## src/rtl/tetris_input_pkg.sv

```systemverilog
// Shared types and helpers for the tetris input conditioner.
// The joystick zone encoding is also read by tetris_grid.
package tetris_input_pkg;

    typedef enum logic [1:0] {
        ZONE_CENTER = 2'd0,
        ZONE_LEFT   = 2'd1,
        ZONE_RIGHT  = 2'd2
    } zone_t;

    // Bits needed to hold 0..max_val; never returns 0 so counters stay legal.
    function automatic int unsigned cnt_width(input int unsigned max_val);
        int unsigned w;
        w = 32'd1;
        if (max_val > 32'd1) begin
            w = $clog2(max_val + 32'd1);
        end else begin
            w = 32'd1;
        end
        return w;
    endfunction

endpackage

```

## src/rtl/tetris_debounce.sv

```systemverilog
// One pushbutton: 2-flop synchroniser, polarity normalise, debounce counter
// and a registered press pulse on the debounced 0->1 transition.
module tetris_debounce
    import tetris_input_pkg::*;
#(
    parameter int unsigned DEBOUNCE_CYC = 32'd500_000,
    parameter bit          BTN_ACT_LOW  = 1'b1
) (
    input  logic clk,
    input  logic reset,
    input  logic press_en,
    input  logic btn_raw,
    output logic btn_level,
    output logic btn_press
);

    localparam int unsigned CNT_MAX = (DEBOUNCE_CYC > 32'd0) ? DEBOUNCE_CYC - 32'd1 : 32'd0;
    localparam int unsigned CNT_W   = cnt_width(CNT_MAX);
    localparam logic [CNT_W-1:0] CNT_LAST = CNT_W'(CNT_MAX);
    localparam logic [CNT_W-1:0] CNT_ONE  = CNT_W'(32'd1);
    localparam logic RELEASED_RAW = BTN_ACT_LOW;

    logic             sync1_r;
    logic             sync2_r;
    logic [CNT_W-1:0] cnt_r;
    logic             level_r;
    logic             press_r;
    logic             pressed_s;
    logic [CNT_W-1:0] cnt_nxt_s;
    logic             level_nxt_s;
    logic             press_nxt_s;

    assign pressed_s = sync2_r ^ RELEASED_RAW;

    // Debounce: count disagreeing cycles, toggle the level on the last one
    always_comb begin
        cnt_nxt_s   = '0;
        level_nxt_s = level_r;
        press_nxt_s = 1'b0;
        if (pressed_s != level_r) begin
            if (cnt_r == CNT_LAST) begin
                level_nxt_s = pressed_s;
                press_nxt_s = pressed_s & press_en;
            end else begin
                cnt_nxt_s = cnt_r + CNT_ONE;
            end
        end else begin
            cnt_nxt_s = '0;
        end
    end

    // Synchroniser and debounce state; sync flops reset to the released level
    always_ff @(posedge clk) begin
        if (reset) begin
            sync1_r <= RELEASED_RAW;
            sync2_r <= RELEASED_RAW;
            cnt_r   <= '0;
            level_r <= 1'b0;
            press_r <= 1'b0;
        end else begin
            sync1_r <= btn_raw;
            sync2_r <= sync1_r;
            cnt_r   <= cnt_nxt_s;
            level_r <= level_nxt_s;
            press_r <= press_nxt_s;
        end
    end

    assign btn_level = level_r;
    assign btn_press = press_r;

endmodule

```

## src/rtl/tetris_input_ctrl.sv

```systemverilog
// Input conditioner for tetris_grid: hysteretic joystick zone FSM with DAS/ARR
// move pulses, per-button debounce and an all-buttons-held combo pulse.
module tetris_input_ctrl
    import tetris_input_pkg::*;
#(
    parameter int unsigned ADC_W        = 32'd12,
    parameter int unsigned NUM_BTN      = 32'd2,
    parameter bit          BTN_ACT_LOW  = 1'b1,
    parameter int unsigned DEBOUNCE_CYC = 32'd500_000,
    parameter int          THRESH_HI    = 32'sd1900,
    parameter int          THRESH_LO    = 32'sd1400,
    parameter int          HYST         = 32'sd50,
    parameter int unsigned DAS_CYC      = 32'd8_333_333,
    parameter int unsigned ARR_CYC      = 32'd2_500_000,
    parameter int unsigned COMBO_CYC    = 32'd50_000_000
) (
    input  logic               clk,
    input  logic               reset,
    input  logic               enable,
    input  logic [ADC_W-1:0]   adc_value,
    input  logic               adc_valid,
    input  logic [NUM_BTN-1:0] btn_raw,
    output logic [NUM_BTN-1:0] btn_level,
    output logic [NUM_BTN-1:0] btn_press,
    output logic               move_left,
    output logic               move_right,
    output zone_t              zone,
    output logic               combo_pulse
);

    if (!(THRESH_LO + HYST < THRESH_HI - HYST)) begin : g_bad_thresh
        $error("tetris_input_ctrl: hysteresis bands overlap (THRESH_LO+HYST >= THRESH_HI-HYST)");
    end

    localparam logic [ADC_W-1:0] ENTER_R = ADC_W'(THRESH_HI);
    localparam logic [ADC_W-1:0] ENTER_L = ADC_W'(THRESH_LO);
    localparam logic [ADC_W-1:0] EXIT_R  = ADC_W'(THRESH_HI - HYST);
    localparam logic [ADC_W-1:0] EXIT_L  = ADC_W'(THRESH_LO + HYST);

    localparam int unsigned TMR_MAX = (DAS_CYC > ARR_CYC) ? DAS_CYC : ARR_CYC;
    localparam int unsigned TMR_W   = cnt_width(TMR_MAX);
    localparam logic [TMR_W-1:0] TMR_ONE = TMR_W'(32'd1);
    localparam logic [TMR_W-1:0] DAS_LD  = TMR_W'(DAS_CYC);
    localparam logic [TMR_W-1:0] ARR_LD  = TMR_W'(ARR_CYC);

    localparam int unsigned CMB_MAX = (COMBO_CYC > 32'd0) ? COMBO_CYC - 32'd1 : 32'd0;
    localparam int unsigned CMB_W   = cnt_width(CMB_MAX);
    localparam logic [CMB_W-1:0] CMB_LAST = CMB_W'(CMB_MAX);
    localparam logic [CMB_W-1:0] CMB_ONE  = CMB_W'(32'd1);

    zone_t            zone_r;
    zone_t            zone_nxt_s;
    zone_t            target_s;
    logic [TMR_W-1:0] timer_r;
    logic [TMR_W-1:0] timer_nxt_s;
    logic             move_left_r;
    logic             move_right_r;
    logic             left_nxt_s;
    logic             right_nxt_s;

    logic [CMB_W-1:0] combo_cnt_r;
    logic [CMB_W-1:0] combo_cnt_nxt_s;
    logic             armed_r;
    logic             armed_nxt_s;
    logic             combo_r;
    logic             combo_nxt_s;
    logic             all_held_s;
    logic             none_held_s;

    for (genvar i = 0; i < NUM_BTN; i++) begin : g_btn
        tetris_debounce #(
            .DEBOUNCE_CYC (DEBOUNCE_CYC),
            .BTN_ACT_LOW  (BTN_ACT_LOW)
        ) u_debounce (
            .clk       (clk),
            .reset     (reset),
            .press_en  (enable),
            .btn_raw   (btn_raw[i]),
            .btn_level (btn_level[i]),
            .btn_press (btn_press[i])
        );
    end

    // Hysteretic zone the current sample points to (applied only on adc_valid)
    always_comb begin
        target_s = zone_r;
        case (zone_r)
            ZONE_CENTER: begin
                if (adc_value > ENTER_R) begin
                    target_s = ZONE_RIGHT;
                end else if (adc_value < ENTER_L) begin
                    target_s = ZONE_LEFT;
                end else begin
                    target_s = ZONE_CENTER;
                end
            end
            ZONE_RIGHT: begin
                if (adc_value < ENTER_L) begin
                    target_s = ZONE_LEFT;
                end else if (adc_value <= EXIT_R) begin
                    target_s = ZONE_CENTER;
                end else begin
                    target_s = ZONE_RIGHT;
                end
            end
            ZONE_LEFT: begin
                if (adc_value > ENTER_R) begin
                    target_s = ZONE_RIGHT;
                end else if (adc_value >= EXIT_L) begin
                    target_s = ZONE_CENTER;
                end else begin
                    target_s = ZONE_LEFT;
                end
            end
            default: target_s = ZONE_CENTER;
        endcase
    end

    // Zone transitions and DAS/ARR timer; a zone change outranks a timer expiry
    always_comb begin
        zone_nxt_s  = zone_r;
        timer_nxt_s = timer_r;
        left_nxt_s  = 1'b0;
        right_nxt_s = 1'b0;
        if (!enable) begin
            zone_nxt_s  = ZONE_CENTER;
            timer_nxt_s = '0;
        end else if (adc_valid && (target_s != zone_r)) begin
            zone_nxt_s = target_s;
            case (target_s)
                ZONE_LEFT: begin
                    left_nxt_s  = 1'b1;
                    timer_nxt_s = DAS_LD;
                end
                ZONE_RIGHT: begin
                    right_nxt_s = 1'b1;
                    timer_nxt_s = DAS_LD;
                end
                default: timer_nxt_s = '0;
            endcase
        end else if ((zone_r != ZONE_CENTER) && (timer_r == TMR_ONE)) begin
            left_nxt_s  = (zone_r == ZONE_LEFT);
            right_nxt_s = (zone_r == ZONE_RIGHT);
            timer_nxt_s = ARR_LD;
        end else if (timer_r != '0) begin
            timer_nxt_s = timer_r - TMR_ONE;
        end else begin
            timer_nxt_s = '0;
        end
    end

    // Combo: saturating hold counter, one pulse per full release/press cycle
    always_comb begin
        all_held_s      = &btn_level;
        none_held_s     = ~|btn_level;
        combo_cnt_nxt_s = '0;
        armed_nxt_s     = armed_r;
        combo_nxt_s     = 1'b0;
        if (all_held_s) begin
            if (combo_cnt_r == CMB_LAST) begin
                combo_cnt_nxt_s = combo_cnt_r;
                if (armed_r) begin
                    combo_nxt_s = enable;
                    armed_nxt_s = 1'b0;
                end else begin
                    armed_nxt_s = armed_r;
                end
            end else begin
                combo_cnt_nxt_s = combo_cnt_r + CMB_ONE;
            end
        end else begin
            combo_cnt_nxt_s = '0;
            if (none_held_s) begin
                armed_nxt_s = 1'b1;
            end else begin
                armed_nxt_s = armed_r;
            end
        end
    end

    // Zone FSM, repeat timer and move pulse registers
    always_ff @(posedge clk) begin
        if (reset) begin
            zone_r       <= ZONE_CENTER;
            timer_r      <= '0;
            move_left_r  <= 1'b0;
            move_right_r <= 1'b0;
        end else begin
            zone_r       <= zone_nxt_s;
            timer_r      <= timer_nxt_s;
            move_left_r  <= left_nxt_s;
            move_right_r <= right_nxt_s;
        end
    end

    // Combo counter, re-arm flag and pulse register
    always_ff @(posedge clk) begin
        if (reset) begin
            combo_cnt_r <= '0;
            armed_r     <= 1'b1;
            combo_r     <= 1'b0;
        end else begin
            combo_cnt_r <= combo_cnt_nxt_s;
            armed_r     <= armed_nxt_s;
            combo_r     <= combo_nxt_s;
        end
    end

    assign zone        = zone_r;
    assign move_left   = move_left_r;
    assign move_right  = move_right_r;
    assign combo_pulse = combo_r;

endmodule

```

## config.mk

```make
export PLATFORM = sky130hd
export DESIGN_NAME = tetris_input_ctrl
export DESIGN_NICKNAME = d
export VERILOG_FILES = /design/src/rtl/tetris_input_pkg.sv /design/src/rtl/tetris_debounce.sv /design/src/rtl/tetris_input_ctrl.sv
export SDC_FILE = /design/constraint.sdc
export NUM_CORES = 1
export LEC_CHECK = 0
export ABC_AREA = 1
export CORE_MARGIN = 3
export CORE_UTILIZATION = 57
export CTS_BUF_LIST = sky130_fd_sc_hd__clkbuf_8
export DETAILED_ROUTE_END_ITERATION = 10
export GPL_ROUTABILITY_DRIVEN = 0
export GPL_TIMING_DRIVEN = 0
export PLACE_DENSITY_LB_ADDON = 0.08
export SYNTH_ARGS = -nofsm -noshare
export SYNTH_HDL_FRONTEND = slang
export SYNTH_HIERARCHICAL = 1
export SYNTH_SLANG_ARGS = --single-unit
```

## constraint.sdc

```tcl
create_clock -name clk -period 1.65 [get_ports clk]
set_input_delay 0.33 -clock clk [delete_from_list [all_inputs] [get_ports clk]]
set_output_delay 0.33 -clock clk [all_outputs]
set_load 0.005 [all_outputs]
```

==> After elaboration in Yosys (flattened, before gate mapping) <==
Index checks and enable logic that the tools add are counted.
{ "classes": {"n_addsub": 4, "order_cmp": 4, "n_eq_ne": 13, "mux": 20, "bitwise": 12, "n_reduce_logical": 18} }
{ "op_table": {"columns": ["cell", "count"], "rows": [
  ["2-to-1 mux 23 bit", 4],
  ["adder 19 x 1 -> 19 bit (second input constant)", 2],
  ["equality test 19 bit (second input constant)", 2],
  ["adder 26 x 1 -> 26 bit (second input constant)", 1],
  ["equality test 26 bit (second input constant)", 1],
  ["equality test 23 x 1 -> 1 bit (second input constant)", 1],
  ["nonzero test 23 bit", 1],
  ["subtractor 23 x 1 -> 23 bit (second input constant)", 1],
  [">= comparator 12 x 11 -> 1 bit (second input constant)", 1],
  ["greater-than comparator 12 x 11 -> 1 bit (second input constant)", 1],
  ["less-or-equal comparator 12 x 11 -> 1 bit (second input constant)", 1],
  ["less-than comparator 12 x 11 -> 1 bit (second input constant)", 1],
  ["OR reduction 3 bit", 4],
  ["2-to-1 mux 1 bit", 11],
  ["inverter 1 bit", 10],
  ["2-to-1 mux 2 bit", 4],
  ["AND reduction 2 bit", 4],
  ["OR reduction 2 bit", 4],
  ["one-hot mux 2 bit (3 select lines)", 1],
  ["equality test 2 x 1 -> 1 bit (second input constant)", 2],
  ["equality test 2 bit (second input constant)", 2],
  ["OR reduction 4 bit", 1],
  ["bitwise AND 1 bit", 2],
  ["logical AND 1 bit", 2],
  ["other kinds (6)", 7]
]} }
{ "totals": {"register_bits": 101, "out_inout_bits": 9, "elab_cells": 88} }

==> Longest topological paths before layout <==
Gate-level depths: netlist of the first run.
{ "depth": {"ltp_word": 8, "depth_mapped": 13, "ltp_nobuf": 12} }

==> By module <==
Netlist of the first run, hierarchy kept.
{ "modules_own_cells": {"columns": ["mod", "instances", "cells_per_inst", "area_per_inst_um2", "seq_area_each_um2"], "rows": [
  ["tetris_input_ctrl", 1, 503, 3353.2, 1101.1],
  ["tetris_debounce", 2, 164, 1168.6, 460.4]
]} }

==> Worst setup path after synthesis of the first run <==
No wires, ideal clock.
{ "synth_timing": {"path_kind": "input-to-reg", "startpoint": "in adc_value[7]", "endpoint": "reg timer_r[11]", "arrival_time_ns": 1.670, "required_ns": 1.592, "slack_ns": -0.078, "cell_stages": 12, "cell_sequence": "inv_1 > nand2_1 > nor2_1 > nand3_1 > nand3_1 > nand2_1 > o21ai_0 > ha_1 > inv_1 > nand4_4 > buf_4 > nand2_1"} }
{ "synth_via": {"elab_chain_cells": 8} }
{ "synth_rtl": {"columns": ["item", "line_no", "text"], "rows": [
  ["start, declared", "tetris_input_ctrl.sv:20", "input logic [ADC_W-1:0] adc_value,"],
  ["less-or-equal comparator 12 x 11 -> 1 bit", "tetris_input_ctrl.sv:100", "end else if (adc_value <= EXIT_R) begin"],
  ["2-to-1 mux 2 bit", "tetris_input_ctrl.sv:100", null],
  ["2-to-1 mux 2 bit", "tetris_input_ctrl.sv:98", "if (adc_value < ENTER_L) begin"],
  ["one-hot mux 2 bit (3 select lines) (*)", "tetris_input_ctrl.sv:87", "case (zone_r)"],
  ["net target_s[1]", "tetris_input_ctrl.sv:53", "zone_t target_s;"],
  ["equality test 2 bit / equality test 2 x 1 -> 1 bit (equally long branches)", "tetris_input_ctrl.sv:130", "case (target_s)"],
  ["OR reduction 2 bit (no line)", null, null],
  ["2-to-1 mux 23 bit", "tetris_input_ctrl.sv:130", null],
  ["2-to-1 mux 23 bit (*)", "tetris_input_ctrl.sv:128", "end else if (adc_valid && (target_s != zone_r)) begin"],
  ["end signal, assigned", "tetris_input_ctrl.sv:190", "timer_r <= timer_nxt_s;"],
  ["end, declared", "tetris_input_ctrl.sv:54", "logic [TMR_W-1:0] timer_r;"]
]} }
Mark *: on every way through the listed nets, which the timed path passes. The rest lies on a longest branch.
A chain may end at the register's enable or synchronous reset.

==> Worst setup path in the final report of the first run <==
{ "layout_timing": {"startpoint": "reg zone_r[1] (netlist: zone[1])", "endpoint": "reg timer_r[14]"} }
{ "layout_via": {"elab_chain_cells": 5} }
{ "layout_rtl": {"columns": ["item", "line_no", "text"], "rows": [
  ["start, declared", "tetris_input_ctrl.sv:51", "zone_t zone_r;"],
  ["start signal, assigned", "tetris_input_ctrl.sv:189", "zone_r <= zone_nxt_s;"],
  ["equality test 2 x 1 -> 1 bit (tied with other cells)", "tetris_input_ctrl.sv:87", null],
  ["one-hot mux 2 bit (3 select lines)", "tetris_input_ctrl.sv:87", null],
  ["inequality test 2 bit", "tetris_input_ctrl.sv:128", null],
  ["logical AND 1 bit", "tetris_input_ctrl.sv:128", null],
  ["2-to-1 mux 23 bit (*)", "tetris_input_ctrl.sv:128", null]
]} }
Mark *: on every way between the ends. The rest lies on a longest branch, timed or not.

==> flow_summary.toml, run 1 <==
[die]
die_area_um2 = 11200
placementRows = 35
coreArea_um2 = 9460
ioPinCount = 27
die_x_um = 106
start_util = 0.602
die_h_um = 106

[routing]
wl_mm = 14.7
drc = 0
via_per_inst = 5.39
drtPass1Iterations = 7
routedWlPerCell_um = 14.0
vias = 5640
detail-route-antenna-nets = 0
drt_iter0_markers = 329

[layout]
mostFrequentLayoutCells = "nand2_1 (171), nor2_1 (119), inv_1 (87)"
drive_above_1_share = 0.271
finalInstanceArea_um2 = 7190
nets = 939
antenna_cells = 0
syn2layout_area_growth_pct = 26.3
layout_commonest_cell = "nand2_1"
n_fill_cell = 691
instances_no_fill = 1047
final_util = 0.760

[hold_path]
hold_class = "flip-flop to flip-flop"
worstHoldPathCells = 1
timing.hold.worst_endpoint = "g_btn[0].u_debounce/sync2_r$_SDFF_PP1_"
worstHoldStart = "g_btn[0].u_debounce/sync1_r$_SDFF_PP1_"

[worst_setup_path]
crit_start = "zone[1]$_SDFFE_PP0P_"
path_buf_inv = 4
startpoint_type = "flip-flop"
path_cells = "inv_4 > nor2_4 > buf_4 > nand3_4 > buf_4 > nand2_2 > nand3_4 > nand2_8 > buf_12 > nand2_8 > nor2_2"
cpPeakStageDelay_ns = 0.42
r2r_start = "zone[1]$_SDFFE_PP0P_"
arrival_ns = 2.01
cp.required_ns = 1.96
path_delay_family = "simple AND/OR/NAND/NOR gates"
cp_max_fo = 7
slowest_stage = "dfxtp_4"
r2r_end = "timer_r[14]$_SDFF_PP0_"
rrSetupSlack_ns = -0.05
critPathCaptureType = "flip-flop"
crit_type = "flip-flop to flip-flop"
ff2ff_path_depth = 11

[synth]
synth_adder_area_share = 0.0154
avgSynthCellArea_um2 = 6.85
yosysTopAreaCellShare = 0.355
synth_cells = 831
synth-simple-area-share = 0.429
synth_area_leaders = "dfxtp_1 (36%), nand2_1 (13%), nor2_1 (9.9%)"
synth_seq_cells = 101
synth_nets = 856
synthArstFlopShare = 0
muxShareOfSynthArea = 0
synth_cell_types = 41
synth-edff-count = 0
synth_top_family_by_area = "simple AND/OR/NAND/NOR gates"
ys_warn_count = 6
synth-compound-area-share = 0.0572
synth_xor_area_frac = 0.0646
synth-seq-area-share = 0.355
synth_top_area_cell = "dfxtp_1"
synth_ff_type = "dfxtp_1"
netlist_area_um2 = 5690

[global_route]
antenna_found_initial = 0
grt_max_degree = 16
grt_pass1_wl_mm = 22.4
grt_pass1_vias = 5103
grt.total_usage = 0.238
overflow = 0

[placement]
place_inst = 986
hpwlAfterDp_mm = 9.40
post-place-ws_ns = -0.757
placed_area_um2 = 6120
io_buffers = 26

[timing]
rsz0062_at_grt = "yes"
fin_hold_ws_ns = 0.411
max_freq_mhz = 590
relSlewSlack = 0.687
hold_viol = 0
slew_violations = 0
finalSetupTns_ns = -0.668
post-route-min-period_ns = 1.70
finClkSkew_ns = 0.00808
setup_violations = 22
setup_ws_ns = -0.0456
worst_pin_slew_ns = 0.468
period_share = 1.03

[clocking]
path_clk_slew_ns = 0.09
cts_buffers = 9
cts_buffer_depth = 2
root_buffer = "clkbuf_8"
clock-sinks = 101
cts_tree = "yes"
insertion_delay_ns = 0.37
clock_tree.htree_level_count = 3

[job]
cap_violations = 0

[run_status]
violations = "negative setup slack"
status = "finished, violations left"

[power]
power_density_nw_per_um2 = 1010
p_leak_nw = 2.89
power_mw = 7.27
vdd_drop_max_v = 0.00101
[synth_stat cells, types with 3 or more instances]
master and instances:
a21oi_1 35, a31oi_1 3, dfxtp_1 101, ha_1 7, inv_1 95, inv_2 3
nand2_1 194, nand2_2 7, nand2_4 4, nand3_1 68, nand3_2 5, nand3_4 3
nand4_1 20, nor2_1 150, nor2_2 18, nor2_4 8, nor3_1 12, nor3_4 3
o21ai_0 15, or2_0 5, or2_2 9, xnor2_1 14, xor2_1 28
[cell families (layout without fill, tap and decap cells)]
family,after synthesis,in the layout
DFF,101,101
and+or+nand+nor,515,515
adders and majority gates,7,7
buffers and inverters,105,192
xor gates and xnor gates,42,42
AOI/OAI and AO/OA,61,61
[flip-flops by register name, summed over array words and instances, names as in the netlist, 2 cells and up]
register / count
g_btn.u_debounce/btn_level: 2
g_btn.u_debounce/cnt_r: 38
g_btn.u_debounce/btn_press: 2
g_btn.u_debounce/sync2_r: 2
timer_r: 23
g_btn.u_debounce/sync1_r: 2
zone: 2
combo_cnt_r: 26
[timing repair]
item                       4_1_cts  5_1_grt
cloned                           1        1
buffers inserted                16       29
pin swaps                       21       51
hold buffers                     0        0
setup endpoints to repair       56       75
resized for setup               63      125
[worst max path at each step]
stage                                               to  depth (start not counted)
after floorplan                 timer_r[11]$_SDFF_PP0_                         11
after global placement          timer_r[11]$_SDFF_PP0_                         13
after detailed placement        timer_r[11]$_SDFF_PP0_                         12
after CTS                 combo_cnt_r[22]$_SDFFE_PP0N_                         11
after global routing              zone[1]$_SDFFE_PP0P_                         11
final                           timer_r[14]$_SDFF_PP0_                         11
[routing by layer]
layer	share of wire	up-vias	GRT usage	wire (um)
met5	0	-	0	0
met2	0.51	170	0.424	7510
met4	0.024	0	0.0638	346
met3	0.048	37	0.0522	703
met1	0.42	2624	0.289	6130
li1	-	2809	-	-
[layout make-up]
class	instances	area, um2	share of cell area
Buffer	7	83.8	0.0117
Clock buffer	9	124	0.0172
Clock inverter	6	105	0.0146
Inverter	98	375	0.0522
Multi-Input combinational cell	625	3660	0.509
Sequential cell	101	2060	0.286
Tap cell	129	161	0.0225
Timing Repair Buffer	72	623	0.0867
[worst reg2reg max path, stage by stage (launching register included)]
cell,delay [ns]
dfxtp_4,0.42
inv_4,0.06
nor2_4,0.10
buf_4,0.13
nand3_4,0.07
buf_4,0.15
nand2_2,0.08
nand3_4,0.15
nand2_8,0.15
buf_12,0.13
nand2_8,0.09
nor2_2,0.11
[where the power goes]
part	internal, mW	leakage (nW)	switching, mW
clock	0.989	0.118	0.837
sequential	2.56	0.827	0.154
combinational	1.06	1.94	1.67
(Power assumes the default switching activity.)
==> run 2, diff against run 1 <==
ABC_CLOCK_PERIOD_IN_PS = 1650   (was default)
==> results of run 2 <==
Same layout as run 1: the final DEF is identical, and so are final timing and power.
==> run 3, diff against run 2 <==
CTS_CLUSTER_DIAMETER = 40   (was default)
==> results of run 3 <==
Same layout as run 1: the final DEF is identical, and so are final timing and power.
